$ cat config.mk
export PLATFORM = sky130hd
export DESIGN_NAME = row_result_collector
export DESIGN_NICKNAME = d
export VERILOG_FILES = /design/src/rtl/row_result_collector.sv
export SDC_FILE = /design/constraint.sdc
export NUM_CORES = 1
export LEC_CHECK = 0
export CORE_MARGIN = 3
export CORE_UTILIZATION = 50
export DETAILED_ROUTE_END_ITERATION = 8
export GPL_ROUTABILITY_DRIVEN = 0
export PLACE_DENSITY = 0.72
export SLEW_MARGIN = 20
export SYNTH_ARGS = -nofsm -noshare
export SYNTH_HDL_FRONTEND = slang
export SYNTH_SLANG_ARGS = --single-unit
$ cat constraint.sdc
create_clock -name clk -period 2.4 [get_ports clk]
set_input_delay 0.24 -clock clk [delete_from_list [all_inputs] [get_ports clk]]
set_output_delay 0.24 -clock clk [all_outputs]
set_load 0.02 [all_outputs]
$ cat src/rtl/row_result_collector.sv
// -----------------------------------------------------------------------------
// row_result_collector
//   Sequencer and result collector for the row multiplier. A start pulse
//   launches one pass: for every row a begin_mult pulse is issued with the row
//   index on row_select, the collector waits for a qualified done_row, saturates
//   the returned row sum, stores it, and tracks the running signed maximum.
//   When the last row is captured, result_valid pulses with the winning row
//   index (class_out) and its value (max_value).
//
// Ports
//   clk, n_rst        clock, asynchronous active-low reset
//   start             one-cycle pulse, accepted only when idle
//   done_row          multiplier row-complete pulse
//   row_result        signed 16-bit row sum from the multiplier
//   overflow          row sum left the signed 16-bit range
//   w_result_ena      qualifies done_row as a result write
//   begin_mult        one-cycle pulse starting the current row
//   row_select        current row index (stable ISSUE..CAPTURE)
//   busy              high from accepted start until the pass completes
//   result_valid      one-cycle pulse, class_out/max_value final
//   class_out         index of the row with the largest result
//   max_value         largest saturated row result
//   rd_sel, rd_data   combinational readback of stored row results
// -----------------------------------------------------------------------------
module row_result_collector #(
    parameter int NUM_ROWS = 10
) (
    input  logic        clk,
    input  logic        n_rst,
    input  logic        start,
    input  logic        done_row,
    input  logic [15:0] row_result,
    input  logic        overflow,
    input  logic        w_result_ena,
    output logic        begin_mult,
    output logic [3:0]  row_select,
    output logic        busy,
    output logic        result_valid,
    output logic [3:0]  class_out,
    output logic [15:0] max_value,
    input  logic [3:0]  rd_sel,
    output logic [15:0] rd_data
);

    localparam logic [3:0]  LAST_ROW  = 4'(NUM_ROWS - 1);
    localparam logic [4:0]  ROW_COUNT = 5'(NUM_ROWS);
    localparam logic [15:0] MOST_NEG  = 16'h8000;
    localparam logic [15:0] MOST_POS  = 16'h7FFF;

    typedef enum logic [2:0] {
        S_IDLE    = 3'd0,
        S_ISSUE   = 3'd1,
        S_WAIT    = 3'd2,
        S_CAPTURE = 3'd3,
        S_FINISH  = 3'd4
    } state_t;

    state_t      state_r;
    state_t      next_state_s;
    logic [3:0]  row_idx_r;
    logic [15:0] cap_r;
    logic [15:0] max_r;
    logic [3:0]  class_r;
    logic        begin_mult_r;
    logic        busy_r;
    logic        result_valid_r;
    logic [15:0] entry_r [16];
    logic        accept_s;
    logic        qual_done_s;
    logic        last_row_s;
    logic        new_max_s;

    // The multiplier flags overflow with the sign bit of the wrapped sum:
    // a set MSB means the true result overflowed positive, a clear MSB negative.
    function automatic logic [15:0] saturate(input logic [15:0] value, input logic ovf);
        logic [15:0] sat_v;
        if (!ovf) begin
            sat_v = value;
        end else if (value[15]) begin
            sat_v = MOST_POS;
        end else begin
            sat_v = MOST_NEG;
        end
        return sat_v;
    endfunction

    assign accept_s    = (state_r == S_IDLE) && start;
    assign qual_done_s = done_row && w_result_ena;
    assign last_row_s  = (row_idx_r == LAST_ROW);
    assign new_max_s   = ($signed(cap_r) > $signed(max_r));

    // Next-state logic of the sequencing FSM.
    always_comb begin
        next_state_s = state_r;
        case (state_r)
            S_IDLE: begin
                if (start) begin
                    next_state_s = S_ISSUE;
                end else begin
                    next_state_s = S_IDLE;
                end
            end
            S_ISSUE: begin
                next_state_s = S_WAIT;
            end
            S_WAIT: begin
                if (qual_done_s) begin
                    next_state_s = S_CAPTURE;
                end else begin
                    next_state_s = S_WAIT;
                end
            end
            S_CAPTURE: begin
                if (last_row_s) begin
                    next_state_s = S_FINISH;
                end else begin
                    next_state_s = S_ISSUE;
                end
            end
            S_FINISH: begin
                next_state_s = S_IDLE;
            end
            default: begin
                next_state_s = S_IDLE;
            end
        endcase
    end

    // State register and the registered pulse/status outputs, which are
    // decoded from the next state so they align with the state they describe.
    always_ff @(posedge clk or negedge n_rst) begin
        if (!n_rst) begin
            state_r        <= S_IDLE;
            begin_mult_r   <= 1'b0;
            result_valid_r <= 1'b0;
            busy_r         <= 1'b0;
        end else begin
            state_r        <= next_state_s;
            begin_mult_r   <= (next_state_s == S_ISSUE);
            result_valid_r <= (next_state_s == S_FINISH);
            if (accept_s) begin
                busy_r <= 1'b1;
            end else if (state_r == S_FINISH) begin
                busy_r <= 1'b0;
            end
        end
    end

    // Row index, captured result and running maximum.
    always_ff @(posedge clk or negedge n_rst) begin
        if (!n_rst) begin
            row_idx_r <= 4'd0;
            cap_r     <= 16'd0;
            max_r     <= MOST_NEG;
            class_r   <= 4'd0;
        end else begin
            if (accept_s) begin
                row_idx_r <= 4'd0;
                max_r     <= MOST_NEG;
                class_r   <= 4'd0;
            end else if (state_r == S_CAPTURE) begin
                // Strictly-greater compare keeps the lower index on ties.
                if (new_max_s) begin
                    max_r   <= cap_r;
                    class_r <= row_idx_r;
                end
                if (!last_row_s) begin
                    row_idx_r <= row_idx_r + 4'd1;
                end
            end
            if ((state_r == S_WAIT) && qual_done_s) begin
                cap_r <= saturate(row_result, overflow);
            end
        end
    end

    // Result register file; entries persist across passes until rewritten.
    always_ff @(posedge clk or negedge n_rst) begin
        if (!n_rst) begin
            for (int i = 0; i < 16; i++) begin
                entry_r[i] <= 16'd0;
            end
        end else begin
            if (state_r == S_CAPTURE) begin
                entry_r[row_idx_r] <= cap_r;
            end
        end
    end

    // Readback mux; rows beyond the configured count read as zero.
    always_comb begin
        rd_data = 16'd0;
        if ({1'b0, rd_sel} < ROW_COUNT) begin
            rd_data = entry_r[rd_sel];
        end else begin
            rd_data = 16'd0;
        end
    end

    assign begin_mult   = begin_mult_r;
    assign row_select   = row_idx_r;
    assign busy         = busy_r;
    assign result_valid = result_valid_r;
    assign class_out    = class_r;
    assign max_value    = max_r;

endmodule
# Yosys cells after proc, flatten, opt, wreduce, memory -nomap -nowiden

Index checks and enable logic that the tools add are counted.

Equal/unequal tests: 8
Multiplexer cells: 24
Reduce and logical (&&, ||, !) cells: 10
Order comparisons: 5
$add $sub $neg: 1
Bitwise logic cells: 2

Operators with widths:

| kind                                                                 | number |
|---|---|
| 256-bit bitwise mux                                                  | 1 |
| 16-bit two-way mux                                                   | 9 |
| 16-bit binary-select mux with 4-bit select                           | 1 |
| 16-bit demux with 4-bit select                                       | 1 |
| 4-bit two-way mux                                                    | 6 |
| 16-bit > comparator                                                  | 1 |
| 3-bit one-hot mux with 4 select lines                                | 1 |
| 5-bit >= comparator, second input constant                           | 2 |
| 4-bit inverter with 5-bit output                                     | 2 |
| 3-bit by 1-bit == test with 1-bit output, second input constant      | 2 |
| 3-bit by 2-bit == test with 1-bit output, second input constant      | 2 |
| 3-bit == test, second input constant                                 | 2 |
| 2-bit nonzero test                                                   | 3 |
| 5-bit by 1-bit < comparator with 1-bit output, second input constant | 1 |
| 4-bit by 1-bit adder with 4-bit output, second input constant        | 1 |
| 4-bit == test, second input constant                                 | 1 |
| 1-bit logical AND                                                    | 4 |
| 4-bit < comparator, second input constant                            | 1 |
| 1-bit two-way mux                                                    | 4 |
| 2-bit AND reduction                                                  | 2 |
| 3-bit zero test                                                      | 1 |
| 3-bit two-way mux                                                    | 1 |
| 2-bit != test, second input constant                                 | 1 |

Output and inout bits: 43
Input port bits: 26
Logic and storage cells: 74
Bits in registers: 302

# Depth between registers and ports, before layout

Depth after elaboration: 6
Depth in mapped cells: 10
Depth with buffers taken out: 8

# Least setup slack after synthesis

OpenSTA, ideal clock, no wires.

Path kind: reg2reg
Start point: reg max_r[15] (netlist: max_value[15])
End point: reg max_r[11] (netlist: max_value[11])
Stages on the path, launching flop included: 9
Required time: 2,279 ps
Path slack: -219 ps
Arrival time: 2,498 ps
Library setup time: 121 ps
Clock period less this slack: 2,619 ps
Buffers on the path: 1
Cell sequence: dfstp_2 inv_1 ha_1 nand4_1 or4_4 and3_4 o211a_1 buf_6 a22o_1

Longest elaborated chain between the ends: 3

Ends and longest elaborated chain:

| element                              | RTL line | RTL |
|---|---|---|
| start, declared                      | 62       | `logic [15:0] max_r;` |
| start signal, assigned               | 164      | `max_r <= cap_r;` |
| 16-bit > comparator                  | 90       | `assign new_max_s = ($signed(cap_r) > $signed(max_r));` |
| 2-bit nonzero test (no source line)  | --       |  |
| 2-bit AND reduction (no source line) | --       |  |

Every way passes these cells.
A chain may end at the register's enable or synchronous reset.

# Worst setup path after layout

Start point: reg max_r[15] (netlist: max_value[15])
End point: reg max_r[6] (netlist: max_value[6])

Same word-level chain as after synthesis.

==> flow_metrics.tcl <==
set metrics [dict create \
    io_pins 69 \
    ir_drop_uv 605 \
    die_w_um 144 \
    synth-warning-count 0 \
    yosysUniqueCellTypes 40 \
    endpoint_kind "flop" \
    setup_viol 14 \
    first_pass_iters 4 \
    powerDensity_nw_per_um2 1190 \
    cap_violations 0 \
    r2r_setup_slack_ns -0.09 \
    final_max_slew_viol_count 0 \
    route.detailed.drc 0 \
    rsz0062_at_grt "true" \
    synth.avg_cell_area_um2 13.1 \
    syn_inst 731 \
    num_vias 6292 \
    synthArstFlopShare_pct 100 \
    outcome "finished, violations left" \
    layout-drive-gt1-share_pct 37.1 \
    initial_core_util_pct 52.1 \
    htree_levels 1 \
    hold_class "input pin to async pin" \
    cts_tree "built" \
    pwr-share-clk_pct 24.0 \
    power.internal_uw 9300 \
    cp.arrival_ns 2.86 \
    crit_fanout 8 \
    rows 49 \
    worstPathRequired_ns 2.78 \
    whs_ns 0.330 \
    total_power_uw 13900 \
    fin_crit_sh_pct 104 \
    die_h_um 144 \
    grt_first_pass_wirelength_um 36900 \
    drtIter0Drc 345 \
    routed_wl_um 23200 \
    switching_share_pct 33.0 \
    core_area_um2 18300 \
    antenna_found_initial 0 \
    tns_ns -0.955 \
    layout.nets 886 \
    ys.flop_type "dfrtp_1" \
    insertion_delay_ns 0.50 \
    insertedDiodeCount 0 \
    fin_ws_ns -0.0865 \
    die_area_um2 20800 \
    ys_seq_area_share_pct 54.0 \
    vias_per_cell 5.81 \
    tightest_slew_ns 0.751 \
    switchingPower_uw 4570 \
    max_freq_ghz 0.402 \
    synth-seq-cells 206 \
    post-dp-hpwl_um 15900 \
    synth-edff-count 0 \
    synth_top_cell_by_area "dfrtp_1" \
    violations "setup timing" \
    cts_made_buffers 22 \
    fin_area_um2 11600 \
    power_frac_seq_pct 38.7 \
    ant_nets 0 \
    start_kind "flop" \
    synth_area_leaders "dfrtp_1, mux2_2, mux4_2" \
    syn_to_final_growth_pct 21.9 \
    numClockSinks 206 \
    relSlewSlack_pct 50.0 \
    post-route-min-period_ns 2.49 \
    cts_root_buf "clkbuf_16" \
    synth_top_area_share_pct 53.7 \
    hold_viol 0 \
    synth_common_cells "dfrtp_1, mux2_2, nand2_1" \
    grt_pass1_vias 6803 \
    power.leakage_uw 0.00558 \
    cts_buffer_depth 3 \
    grt_start_max_net_pins 74 \
    grt_usage_pct 23.0 \
    post-synth-top-count-cell "dfrtp_1" \
    worstSetupPathType "flop to flop" \
    clkTransAtPathRegs_ns 0.06 \
    overflow 0 \
    combPwrFrac_pct 37.3 \
    portBuffers 68 \
    skew_ns 0.0112 \
    wl_per_cell_um 21.4 \
    syn_area_um2 9550 \
    synth_nets 777 \
    worstSetupStartpoint "max_value[15]$_DFFE_PN1P_" \
    placed_cell_area_um2 10900 \
    reg2reg_from "max_value[15]$_DFFE_PN1P_" \
]
layout by cell type, fill, tap and decap left out, drive strengths merged, types with 4 or more instances in the layout:
cell           synthesis  layout
dfrtp                205     205
nand2                 72      72
and2                   6       6
nor2                  10      10
mux2i                  6       6
clkinv                 1      10
nor3                   5       5
mux4                  32      32
ha                    20      20
dlygate4sd2            0      16
clkdlybuf4s50          0      50
mux2                 158     158
a22o                  13      13
buf                   14      72
o21ai                 51      51
inv                   27      27
a22oi                 17      17
nand4                  4       4
clkbuf                41      29
a21oi                 25      25
metal layers:
| metal | share of wire (%) | vias up | track usage (%) |
|---|---|---|---|
| li1 | - | 2824 | - |
| met5 | 0 | - | 0 |
| met4 | 1.8 | 0 | 5.01 |
| met3 | 4.0 | 35 | 4.03 |
| met2 | 50 | 146 | 38.4 |
| met1 | 44 | 3287 | 32.2 |
worst paths after layout:
kind                       depth (start not counted)                       end
max in group asynchronous                          3  entry_r[199]$_DFFE_PN0P_
setup reg to reg                                   8  max_value[6]$_DFFE_PN0P_
setup / recovery                                   8  max_value[6]$_DFFE_PN0P_
min in group clk                                   3     cap_r[14]$_DFFE_PN0P_
hold reg to reg                                    2  entry_r[223]$_DFFE_PN0P_
hold / removal                                     2  entry_r[220]$_DFFE_PN0P_
sequential cells by signal, indices dropped and copies added (netlist names):
name,count
max_value,16
row_select,4
state_r,3
cap_r,16
class_out,4
busy,1
result_valid,1
entry_r,160
begin_mult,1
worst max-delay path, cell delays in order (launching register included):
cell and delay [ns]:
dfstp_2 0.54, inv_2 0.05, ha_4 0.26, nand4_1 0.15, or4_4 0.56, and3_4 0.20, o211a_4 0.25, buf_8 0.14
a22o_1 0.21
area by class of cell:
| cell class | instances | area, um^2 |
|---|---|---|
| clock buffer | 28 | 644 |
| clock inverter | 10 | 75.1 |
| fill | 1413 | 6690 |
| inverter | 28 | 105 |
| multi-input combinational | 442 | 4080 |
| sequential | 206 | 5160 |
| tap | 229 | 287 |
| timing repair buffer | 140 | 1290 |
power by group through the flow:
stage / logic (uW) / clock network, uW / registers, uW
6_report: 5180 / 3320 / 5370
5_1_grt: 5630 / 3520 / 5500
4_1_cts: 5160 / 3390 / 5370
3_5_place_dp: 5080 / 0 / 5410
3_3_place_gp: 4900 / 0 / 5320
2_1_floorplan: 2980 / 0 / 5510
stage by stage:
step / worst slack [ns] / std cells / utilization (%)
after floorplan: -0.0944 / 731 / -
after global placement: -0.144 / 1041 / 59.2
after detailed placement: -0.142 / 1041 / 59.2
after CTS: -0.105 / 1083 / 63.4
after global routing: -0.143 / 1083 / 63.5
final: -0.0865 / 1083 / 63.5
timing repair:
action                                  CTS  global route
setup buffers                             3             0
endpoints found under the setup margin   36            52
resized for setup                        22             6
hold endpoints to repair                 70             0
hold buffers                              1             0
pin swaps                                 6             3
cell families after synthesis:
logic type               after synthesis  synth area share [%]
flip-flops                           206                  54.0
multiplexers                         196                  26.8
AO/OA/AOI/OAI                        113                  7.30
AND/OR/NAND/NOR                      109                  5.24
buffers and inverters                 83                  3.63
adder cells (fa/ha/maj)               20                  2.62
XOR/XNOR                               4                 0.367
No activity file was read; power rests on OpenSTA's default activity.
